`src/rtl/dpram_arb_pkg.sv`:
```
// Shared constants, types and helpers for the dual-port RAM port arbiter.
package dpram_arb_pkg;

    localparam int NUM_REQ = 4;
    localparam int DATA_W  = 8;
    localparam int ADDR_W  = 6;
    localparam int IDX_W   = $clog2(NUM_REQ);

    typedef logic [ADDR_W-1:0] addr_t;
    typedef logic [DATA_W-1:0] data_t;
    typedef logic [IDX_W-1:0]  idx_t;

    // Tag carried for one cycle alongside each RAM port: was it a read, and for whom.
    typedef struct packed {
        logic vld;
        idx_t idx;
    } port_tag_t;

    // Next requester index in circular order.
    function automatic idx_t idx_inc(idx_t i);
        if (int'(i) == NUM_REQ - 1) begin
            return '0;
        end
        return i + idx_t'(1);
    endfunction

    // One-hot vector selecting a single requester.
    function automatic logic [NUM_REQ-1:0] idx_onehot(idx_t i);
        logic [NUM_REQ-1:0] oh;
        oh    = '0;
        oh[i] = 1'b1;
        return oh;
    endfunction

endpackage

```
`src/rtl/dpram_port_arbiter_if.sv`:
```
// Requester-side bus of the RAM port arbiter.
//
// Handshake: a requester raises req[i] with req_we/req_addr/req_wdata and
// keeps all of them stable until it sees gnt[i]; the transfer happens on the
// rising clock edge where req[i] && gnt[i]. gnt[i] never rises without req[i].
// Reads answer with a single rvalid[i] pulse one cycle after the grant, with
// rdata[i] valid in that cycle; rdata[i] holds its value otherwise.
interface dpram_port_arbiter_if;
    import dpram_arb_pkg::*;

    logic [NUM_REQ-1:0]        req;
    logic [NUM_REQ-1:0]        req_we;
    logic [NUM_REQ*ADDR_W-1:0] req_addr;
    logic [NUM_REQ*DATA_W-1:0] req_wdata;
    logic [NUM_REQ-1:0]        gnt;
    logic [NUM_REQ-1:0]        rvalid;
    logic [NUM_REQ*DATA_W-1:0] rdata;

    modport master (
        output req, req_we, req_addr, req_wdata,
        input  gnt, rvalid, rdata
    );

    modport slave (
        input  req, req_we, req_addr, req_wdata,
        output gnt, rvalid, rdata
    );

endinterface

```
`src/rtl/rr_pick.sv`:
```
// Circular first-set-bit finder: scans req & mask starting at 'start'.
module rr_pick #(
    parameter int N  = 4,
    parameter int IW = 2
) (
    input  logic [N-1:0]  req,
    input  logic [IW-1:0] start,
    input  logic [N-1:0]  mask,
    output logic          found,
    output logic [IW-1:0] idx
);

    logic [IW-1:0] pos;

    // Walk from the farthest position back to 'start' so the closest hit wins.
    always_comb begin
        found = 1'b0;
        idx   = '0;
        pos   = '0;
        for (int k = N - 1; k >= 0; k--) begin
            pos = IW'((int'(start) + k) % N);
            if (req[pos] && mask[pos]) begin
                found = 1'b1;
                idx   = pos;
            end
        end
    end

endmodule

```
`src/rtl/dpram_port_arbiter.sv`:
```
// Shares one dual-port RAM between NUM_REQ requesters: up to two grants per
// cycle (A then B in round-robin order), same-address write hazard guard,
// and fixed 1-cycle read return to the originating requester.
module dpram_port_arbiter
    import dpram_arb_pkg::*;
(
    input  logic                 clk,
    input  logic                 rst_n,
    dpram_port_arbiter_if.slave  arb_bus,
    output addr_t                ram_addr_a,
    output addr_t                ram_addr_b,
    output data_t                ram_data_a,
    output data_t                ram_data_b,
    output logic                 ram_we_a,
    output logic                 ram_we_b,
    input  data_t                ram_q_a,
    input  data_t                ram_q_b,
    output idx_t                 dbg_rr_ptr
);

    idx_t               rr_ptr;
    logic               found_a, found_b;
    idx_t               idx_a, idx_b;
    logic [NUM_REQ-1:0] mask_b;
    addr_t              addr_a, addr_b;
    data_t              wdata_a, wdata_b;
    logic               we_a, we_b;
    logic               hazard, grant_a, grant_b;
    addr_t              hold_addr_a, hold_addr_b;
    data_t              hold_data_a, hold_data_b;
    port_tag_t          tag_a, tag_b;
    logic [NUM_REQ-1:0]        rvalid_c;
    logic [NUM_REQ*DATA_W-1:0] rdata_c, rdata_q;

    // Candidate A: first request from rr_ptr. Candidate B: next one after A.
    rr_pick #(.N(NUM_REQ), .IW(IDX_W)) u_pick_a (
        .req   (arb_bus.req),
        .start (rr_ptr),
        .mask  ({NUM_REQ{1'b1}}),
        .found (found_a),
        .idx   (idx_a)
    );

    rr_pick #(.N(NUM_REQ), .IW(IDX_W)) u_pick_b (
        .req   (arb_bus.req),
        .start (rr_ptr),
        .mask  (mask_b),
        .found (found_b),
        .idx   (idx_b)
    );

    // Operand fetch, hazard detection and grant generation (gated by reset).
    always_comb begin
        mask_b  = found_a ? ~idx_onehot(idx_a) : {NUM_REQ{1'b1}};
        addr_a  = arb_bus.req_addr[int'(idx_a)*ADDR_W +: ADDR_W];
        addr_b  = arb_bus.req_addr[int'(idx_b)*ADDR_W +: ADDR_W];
        wdata_a = arb_bus.req_wdata[int'(idx_a)*DATA_W +: DATA_W];
        wdata_b = arb_bus.req_wdata[int'(idx_b)*DATA_W +: DATA_W];
        we_a    = arb_bus.req_we[idx_a];
        we_b    = arb_bus.req_we[idx_b];
        hazard  = found_a && found_b && (addr_a == addr_b) && (we_a || we_b);
        grant_a = found_a && rst_n;
        grant_b = found_b && !hazard && rst_n;
        arb_bus.gnt = (grant_a ? idx_onehot(idx_a) : '0)
                    | (grant_b ? idx_onehot(idx_b) : '0);
    end

    // RAM ports: granted operand passes straight through; idle ports hold addr/data.
    always_comb begin
        ram_we_a   = grant_a && we_a;
        ram_we_b   = grant_b && we_b;
        ram_addr_a = grant_a ? addr_a  : hold_addr_a;
        ram_data_a = grant_a ? wdata_a : hold_data_a;
        ram_addr_b = grant_b ? addr_b  : hold_addr_b;
        ram_data_b = grant_b ? wdata_b : hold_data_b;
    end

    // Remember the last driven address/data of each port for idle cycles.
    always_ff @(posedge clk or negedge rst_n) begin
        if (!rst_n) begin
            hold_addr_a <= '0;
            hold_data_a <= '0;
            hold_addr_b <= '0;
            hold_data_b <= '0;
        end else begin
            if (grant_a) begin
                hold_addr_a <= addr_a;
                hold_data_a <= wdata_a;
            end
            if (grant_b) begin
                hold_addr_b <= addr_b;
                hold_data_b <= wdata_b;
            end
        end
    end

    // Round-robin pointer moves past the last candidate actually granted.
    always_ff @(posedge clk or negedge rst_n) begin
        if (!rst_n) begin
            rr_ptr <= '0;
        end else if (grant_a) begin
            rr_ptr <= idx_inc(grant_b ? idx_b : idx_a);
        end
    end

    // Port tags: which requester, if any, owns the read data of next cycle.
    always_ff @(posedge clk or negedge rst_n) begin
        if (!rst_n) begin
            tag_a <= '0;
            tag_b <= '0;
        end else begin
            tag_a <= '{vld: grant_a && !we_a, idx: idx_a};
            tag_b <= '{vld: grant_b && !we_b, idx: idx_b};
        end
    end

    // Read return: rvalid decodes straight from the tag flops; rdata muxes RAM q in.
    always_comb begin
        rvalid_c = '0;
        rdata_c  = rdata_q;
        if (tag_a.vld) begin
            rvalid_c[tag_a.idx] = 1'b1;
            rdata_c[int'(tag_a.idx)*DATA_W +: DATA_W] = ram_q_a;
        end
        if (tag_b.vld) begin
            rvalid_c[tag_b.idx] = 1'b1;
            rdata_c[int'(tag_b.idx)*DATA_W +: DATA_W] = ram_q_b;
        end
    end

    // Keep each requester's last returned word once its rvalid drops.
    always_ff @(posedge clk or negedge rst_n) begin
        if (!rst_n) begin
            rdata_q <= '0;
        end else begin
            rdata_q <= rdata_c;
        end
    end

    assign arb_bus.rvalid = rvalid_c;
    assign arb_bus.rdata  = rdata_c;
    assign dbg_rr_ptr     = rr_ptr;

endmodule

```
`src/flat_wrapper.sv`:
```
// flat-port wrapper written by rule: the top's interface ports become plain ports
module dpram_port_arbiter_flat import dpram_arb_pkg::*;
  (clk, rst_n, ram_addr_a, ram_addr_b, ram_data_a, ram_data_b, ram_we_a, ram_we_b, ram_q_a, ram_q_b, dbg_rr_ptr, arb_bus_req, arb_bus_req_we, arb_bus_req_addr, arb_bus_req_wdata, arb_bus_gnt, arb_bus_rvalid, arb_bus_rdata);
  dpram_port_arbiter_if arb_bus_i ();
  input  logic clk;
  input  logic rst_n;
  output addr_t ram_addr_a;
  output addr_t ram_addr_b;
  output data_t ram_data_a;
  output data_t ram_data_b;
  output logic ram_we_a;
  output logic ram_we_b;
  input  data_t ram_q_a;
  input  data_t ram_q_b;
  output idx_t dbg_rr_ptr;
  input wire logic [$bits(arb_bus_i.req)-1:0] arb_bus_req;
  input wire logic [$bits(arb_bus_i.req_we)-1:0] arb_bus_req_we;
  input wire logic [$bits(arb_bus_i.req_addr)-1:0] arb_bus_req_addr;
  input wire logic [$bits(arb_bus_i.req_wdata)-1:0] arb_bus_req_wdata;
  output wire logic [$bits(arb_bus_i.gnt)-1:0] arb_bus_gnt;
  output wire logic [$bits(arb_bus_i.rvalid)-1:0] arb_bus_rvalid;
  output wire logic [$bits(arb_bus_i.rdata)-1:0] arb_bus_rdata;
  assign arb_bus_i.req = arb_bus_req;
  assign arb_bus_i.req_we = arb_bus_req_we;
  assign arb_bus_i.req_addr = arb_bus_req_addr;
  assign arb_bus_i.req_wdata = arb_bus_req_wdata;
  assign arb_bus_gnt = arb_bus_i.gnt;
  assign arb_bus_rvalid = arb_bus_i.rvalid;
  assign arb_bus_rdata = arb_bus_i.rdata;
  dpram_port_arbiter u_core (.clk(clk), .rst_n(rst_n), .arb_bus(arb_bus_i), .ram_addr_a(ram_addr_a), .ram_addr_b(ram_addr_b), .ram_data_a(ram_data_a), .ram_data_b(ram_data_b), .ram_we_a(ram_we_a), .ram_we_b(ram_we_b), .ram_q_a(ram_q_a), .ram_q_b(ram_q_b), .dbg_rr_ptr(dbg_rr_ptr));
endmodule
```
`config.mk`:
```
export PLATFORM = sky130hd
export DESIGN_NAME = dpram_port_arbiter_flat
export DESIGN_NICKNAME = d
export VERILOG_FILES = /design/src/rtl/dpram_arb_pkg.sv /design/src/rtl/dpram_port_arbiter_if.sv /design/src/rtl/rr_pick.sv /design/src/rtl/dpram_port_arbiter.sv /design/src/flat_wrapper.sv
export SDC_FILE = /design/constraint.sdc
export NUM_CORES = 1
export LEC_CHECK = 0
export ABC_CLOCK_PERIOD_IN_PS = 10600
export CAP_MARGIN = 25
export CORE_ASPECT_RATIO = 0.6
export CORE_MARGIN = 3
export CORE_UTILIZATION = 39
export CTS_CLUSTER_DIAMETER = 120
export CTS_CLUSTER_SIZE = 30
export DETAILED_ROUTE_END_ITERATION = 8
export PLACE_DENSITY = 0.67
export SKIP_CTS_REPAIR_TIMING = 1
export SYNTH_ARGS = -nofsm -noshare
export SYNTH_HDL_FRONTEND = slang
export SYNTH_SLANG_ARGS = --single-unit
```
`constraint.sdc`:
```
create_clock -name clk -period 10.6 [get_ports clk]
set_input_delay 1.59 -clock clk [delete_from_list [all_inputs] [get_ports clk]]
set_output_delay 1.59 -clock clk [all_outputs]
set_load 0.01 [all_outputs]
```
After elaboration in Yosys (flattened, before gate mapping)

Index checks and enable logic that the tools add are counted.

Flip-flop bits (word level): 68
Output and inout bits: 72
Word-level logic and storage cells: 139

Add/sub/neg operators: 6
Bitwise logic cells: 3
Mux-type cells: 70
Multiply operators: 2
Eq/ne operators: 2
Reduce and logical (&&, ||, !) cells: 26
Shift operators: 8
Order comparisons: 12

Operators by type and width:

| operator                  | number |
|---|---|
| $neg A5 Y33               | 2 |
| $shift A8 B33 Y32 const A | 2 |
| $shiftx A8 B33 Y32        | 2 |
| $bwmux W32                | 2 |
| $mux W32                  | 2 |
| $shiftx A24 B32 Y6        | 2 |
| $shiftx A32 B6 Y8         | 2 |
| $bmux W1 S2               | 14 |
| $mux W1                   | 28 |
| $lt A2 B3 Y1 const B      | 8 |
| $logic_and A1 B1 Y1       | 22 |
| $mux W2                   | 11 |
| $mux W4                   | 5 |
| $mux W8                   | 2 |
| $mux W6                   | 2 |
| $demux W1 S2              | 4 |
| $ge A2 B1 Y1 const B      | 4 |
| $mul A2 B2 Y4 const B     | 2 |
| $or A4 B4 Y4              | 2 |
| $eq A6 B6 Y1              | 1 |
| $add A2 B1 Y2 const B     | 2 |
| $add A2 B2 Y2 const B     | 2 |
| $not A4 Y4                | 1 |
| $logic_not A1 Y1          | 3 |
| other kinds (2)           | 2 |

Logic depth before layout (Yosys ltp)

Depth after elaboration: 34
Mapped depth: 15

By module

A second synthesis with hierarchy kept.

Cell total of the unflattened synthesis: 363
Area total of the unflattened synthesis: 4204.0 sq um

Modules (own cells, without submodules):

| module             | times used | sequential area each (sq um) | area an instance (sq um) | cells each |
|---|---|---|---|---|
| dpram_port_arbiter | 1          | 1701.6                       | 4018.9                   | 331 |
| rr_pick            | 2          | 0.0                          | 92.6                     | 16 |

Worst setup path before layout

OpenSTA, ideal clock, no wires.

Path kind: input to output
Start: input port arb_bus_req[0]
End: output port ram_addr_b[1]
Data required time: 9.010 ns
Path slack: 4.807 ns
Arrival: 4.203 ns
Stages on the path: 13
Cells stage by stage: buf_4 -> nor2_1 -> mux2_2 -> a221oi_2 -> o21a_2 -> inv_2 -> buf_6 -> a221o_1 -> and3_4 -> nor4b_4 -> a41oi_4 -> buf_6 -> mux2_4

Word-level cells in the longest chain between the ends: 29

RTL lines:

| item                                                                      | RTL line                 | source |
|---|---|---|
| start: declaration                                                        | flat_wrapper.sv:16       | `input wire logic [$bits(arb_bus_i.req)-1:0] arb_bus_req;` |
| $bmux W1 S2                                                               | rr_pick.sv:22            | `if (req[pos] && mask[pos]) begin` |
| $mux W1 (implied by the code)                                             | rr_pick.sv:22            |  |
| $logic_and A1 B1 Y1                                                       | rr_pick.sv:22            |  |
| $mux W2 (4 in series)                                                     | rr_pick.sv:22            |  |
| $lt A2 B3 Y1 (implied by the code) / $ge A2 B1 Y1 (equally long branches) | dpram_arb_pkg.sv:31      | `oh[i] = 1'b1;` |
| $logic_and A1 B1 Y1 (implied by the code)                                 | dpram_arb_pkg.sv:31      |  |
| $mux W1 (implied by the code)                                             | dpram_arb_pkg.sv:31      |  |
| $demux W1 S2                                                              | --                       |  |
| [5 not listed]                                                            | --                       |  |
| $mux W2 (4 in series)                                                     | rr_pick.sv:22            |  |
| $mul A2 B2 Y4                                                             | dpram_port_arbiter.sv:56 | `addr_b = arb_bus.req_addr[int'(idx_b)*ADDR_W +: ADDR_W];` |
| $shiftx A24 B32 Y6                                                        | dpram_port_arbiter.sv:56 |  |
| $eq A6 B6 Y1                                                              | dpram_port_arbiter.sv:61 | `hazard = found_a && found_b && (addr_a == addr_b) && (we_a \|\| we_b);` |
| $logic_and A1 B1 Y1 (2 in series)                                         | dpram_port_arbiter.sv:61 |  |
| $logic_not A1 Y1                                                          | dpram_port_arbiter.sv:63 | `grant_b = found_b && !hazard && rst_n;` |
| $logic_and A1 B1 Y1 (2 in series)                                         | dpram_port_arbiter.sv:63 |  |
| $mux W6 (*)                                                               | dpram_port_arbiter.sv:74 | `ram_addr_b = grant_b ? addr_b : hold_addr_b;` |
| end: declaration                                                          | flat_wrapper.sv:8        | `output addr_t ram_addr_b;` |

Every way passes the cells marked *; elsewhere a longest branch is shown, timed or not. The select of a mux whose other input is x is not followed.

Worst setup path in the final report

Start: input port arb_bus_req[3]
End: output port arb_bus_gnt[0]

Word-level cells in the longest chain between the ends: 30

RTL lines:

| item                                                                      | RTL line                 | source |
|---|---|---|
| $bmux W1 S2                                                               | rr_pick.sv:22            |  |
| $mux W1 (implied by the code)                                             | rr_pick.sv:22            |  |
| $logic_and A1 B1 Y1                                                       | rr_pick.sv:22            |  |
| $mux W2 (4 in series)                                                     | rr_pick.sv:22            |  |
| $lt A2 B3 Y1 (implied by the code) / $ge A2 B1 Y1 (equally long branches) | dpram_arb_pkg.sv:31      |  |
| $logic_and A1 B1 Y1 (implied by the code)                                 | dpram_arb_pkg.sv:31      |  |
| $mux W1 (implied by the code)                                             | dpram_arb_pkg.sv:31      |  |
| $demux W1 S2                                                              | --                       |  |
| [9 not listed]                                                            | --                       |  |
| $mul A2 B2 Y4                                                             | dpram_port_arbiter.sv:56 |  |
| $shiftx A24 B32 Y6                                                        | dpram_port_arbiter.sv:56 |  |
| $eq A6 B6 Y1                                                              | dpram_port_arbiter.sv:61 |  |
| $logic_and A1 B1 Y1 (2 in series)                                         | dpram_port_arbiter.sv:61 |  |
| $logic_not A1 Y1                                                          | dpram_port_arbiter.sv:63 |  |
| $logic_and A1 B1 Y1 (2 in series)                                         | dpram_port_arbiter.sv:63 |  |
| $mux W4                                                                   | dpram_port_arbiter.sv:65 | `\| (grant_b ? idx_onehot(idx_b) : '0);` |
| $or A4 B4 Y4 (*)                                                          | dpram_port_arbiter.sv:65 |  |
| end: declaration                                                          | flat_wrapper.sv:20       | `output wire logic [$bits(arb_bus_i.gnt)-1:0] arb_bus_gnt;` |

Marked as above.

==> flow_summary.toml <==
[synth]
synth_cell_types = 52
synth-seq-cells = 68
synthCells = 525
synth-edff-count = 0
yosysTopAreaCell = "dfrtp_1"
synth.net_count = 620
ys_async_sr_fraction_pct = 100
syn_area_sq_um = 4500
syn_avg_cell_area_sq_um = 8.56
synth_top_flop_cell = "dfrtp_1"
synth_area_leaders = "dfrtp_1 (38%), nand2_1 (12%), o21ai_0 (6.5%), a22oi_1 (5.7%), ha_1 (3.6%)"
yosys_warnings = 0
seq_area_frac_synth_pct = 37.9
synth_top_area_share_pct = 37.9

[min_path]
min_path_type = "flip-flop to flip-flop"

[worst_setup_path]
crit_path_start_kind = "primary input"
slowest_delay_ns = 0.84
cpMostUsedCell = "clkdlybuf4s50_1"
crit_slowest_cell = "a41oi_4"
required_ns = 9.01
crit_path_cell_trace = "clkdlybuf4s50_1 > nor4b_1 > o21ai_0 > o21a_2 > inv_2 > a221o_1 > a21o_1 > o2111a_1 > a41oi_4 > nand2_1 > o32ai_1 > clkdlybuf4s50_1"
critical_path.max_fanout = 32
crit_path_end_kind = "output port"
crit_arrival_ns = 7.00
path_class = "primary input to output port"

[detailed_routing]
drc = 0
drt-initial-drc-count = 315
wl_met2_um = 6660
drt-met1-wl_um = 7350
via_per_inst = 5.74
antenna_left = 0
routed_wl_um = 15600
route.met3.wl_um = 1480
vias = 4601
drt-pass1-iter-count = 5
top_layer = "met4"
drt-wirelength-per-cell_um = 19.5

[place]
io_buffers = 153
place_ws_ns = 2.05
place_area_sq_um = 6100
dp_hpwl_um = 11500
placedCellCount = 784
place_congestion = 0.855

[cells_and_area]
n_antenna_cell = 0
final_util_pct = 59.3
fillers = 925
seq_area_sq_um = 1700
finish.instance_area_sq_um = 6450
area_growth_pct = 43.5
final_nets = 752
drive_gt1_share_pct = 9.21
fin_cells = 801
multiInputGateArea_sq_um = 2600

[floorplanning]
core_sq_um = 10900
fp-row-count = 29
fp.dieW_um = 145
io_pins = 154
dieArea_sq_um = 12900
die_h_um = 89.2
start_util_pct = 41.3

[flow_run]
maxCapViolations = 0

[clock_tree]
cts.sinks = 68
cts_tree = "yes"
cts_max_level = 3
clock_tree.buffer_depth = 2
root_buffer = "clkbuf_16"
cts_made_buffers = 9
clkTransAtPathRegs_ns = 0.06
clk_latency_ns = 0.34

[sta]
slew_headroom_pct = 28.3
finClkSkew_ns = 0.00900
hold_slack_ns = 0.493
finalCritPeriodShare_pct = 81.0
fmax_mhz = 116
fin_ws_ns = 2.01
hold_violations = 0
slew_violations = 0
layout_min_cycle_time_ns = 8.59
tightest_slew_ns = 1.07
setup_viol = 0
setup_tns_ns = 0
grt_setup_unrepaired = "no"

[power]
power.total_mw = 1.76
leakagePower_nw = 2.72
vdd_drop_max_v = 0.000116
power.density_nw_per_um2 = 273

[status]
status = "complete, no violations"

[grt]
grt_pass1_wl_um = 24300
antenna_found_initial = 0
overflow = 0
grt_pass1_vias = 4556
grt_max_degree = 40
track_usage_pct = 24.3
layout make-up:
cell class	instances	share of cell area (%)
inverter	12	0.698
clock inverter	7	1.51
sequential	68	26.4
clock buffer	9	3.49
multi-input combinational	408	40.4
timing repair buffer	158	24.9
tap	139	2.70
metal layers:
layer / vias to the layer above / track usage (%)
met5: - / 0
met4: 0 / 5.76
met3: 18 / 6.63
met2: 236 / 35.9
met1: 2217 / 35.4
li1: 2130 / -
synth_stat cells (all sizes together) (3+ instances only):
master  instances
a21o            3
a21oi          16
a221o          11
a22oi          34
a31o            5
a31oi           8
and2           16
and3           12
buf            15
clkbuf         22
dfrtp          68
ha             13
inv            12
mux2           16
mux2i          13
nand2         141
nand3          11
nor2            8
nor2b           5
nor4            3
nor4b           6
o21ai          58
o22ai           4
flip-flops by register name, summed over array words and instances (netlist names):
name,cells
u_core.hold_addr_a,6
u_core.hold_data_a,8
u_core.rdata_q,32
u_core.dbg_rr_ptr,2
u_core.hold_data_b,8
u_core.tag_b,3
u_core.tag_a,3
u_core.hold_addr_b,6
cell families (layout without fill, tap and decap cells):
group / Yosys count / after routing / synth area share, %
xor gates and xnor gates: 3 / 3 / 0.585
muxes: 29 / 29 / 7.65
and+or+nand+nor: 211 / 211 / 22.0
buffers and inverters: 49 / 186 / 5.18
DFF: 68 / 68 / 37.9
adders and majority gates: 14 / 14 / 3.87
AOI/OAI and AO/OA: 151 / 151 / 22.8
final timing paths:
kind / start / to / slack [ns] / cells after the start
hold / removal: u_core.hold_data_b[7] / u_core.hold_data_b[7] / 0.49 / 1
setup reg to reg: u_core.dbg_rr_ptr[1] / u_core.hold_addr_b[0] / 5.86 / 10
hold reg to reg: u_core.hold_data_b[7] / u_core.hold_data_b[7] / 0.49 / 1
min in group asynchronous: rst_n / u_core.hold_addr_a[2] / 1.40 / 1
max in group asynchronous: rst_n / u_core.hold_data_a[4] / 8.16 / 2
setup / recovery: arb_bus_req[3] / arb_bus_gnt[0] / 2.01 / 12
power breakdown:
part | switching, mW | internal (mW) | leakage, nW
clock network | 0.123 | 0.207 | 0.152
registers | 0.0568 | 0.370 | 0.873
logic | 0.513 | 0.489 | 1.70
cell usage in the layout, fill, tap and decap left out, types with 2 or more instances in the layout:
master             n
buf_4              3
mux2_4             9
clkinvlp_4         2
ha_1              13
nor4_2             2
nor3_1             2
a221o_1           11
and3_1            11
clkdlybuf4s50_1  152
o22ai_1            3
a31oi_1            8
nor4b_1            2
clkbuf_16          9
nand3_1           11
xnor2_1            2
nor2_1             8
nand2_1          141
a31o_2             5
a21oi_1           15
buf_16             2
nor2b_1            5
a21o_1             3
nor4b_4            2
o32ai_1            2
inv_6              2
inv_1             10
bufinv_16          2
and2_1            16
mux2i_1           13
and2b_1            2
dfrtp_1           68
a22oi_1           34
nor4b_2            2
mux2_2             7
inv_2              2
o21ai_0           58
worst max-delay path: cells and delay by family:
family,cells,cell delay [ns]
AO/OA/AOI/OAI,7,3.18
buffers and inverters,3,1.66
AND/OR/NAND/NOR,2,0.54
(Power assumes the default switching activity.)
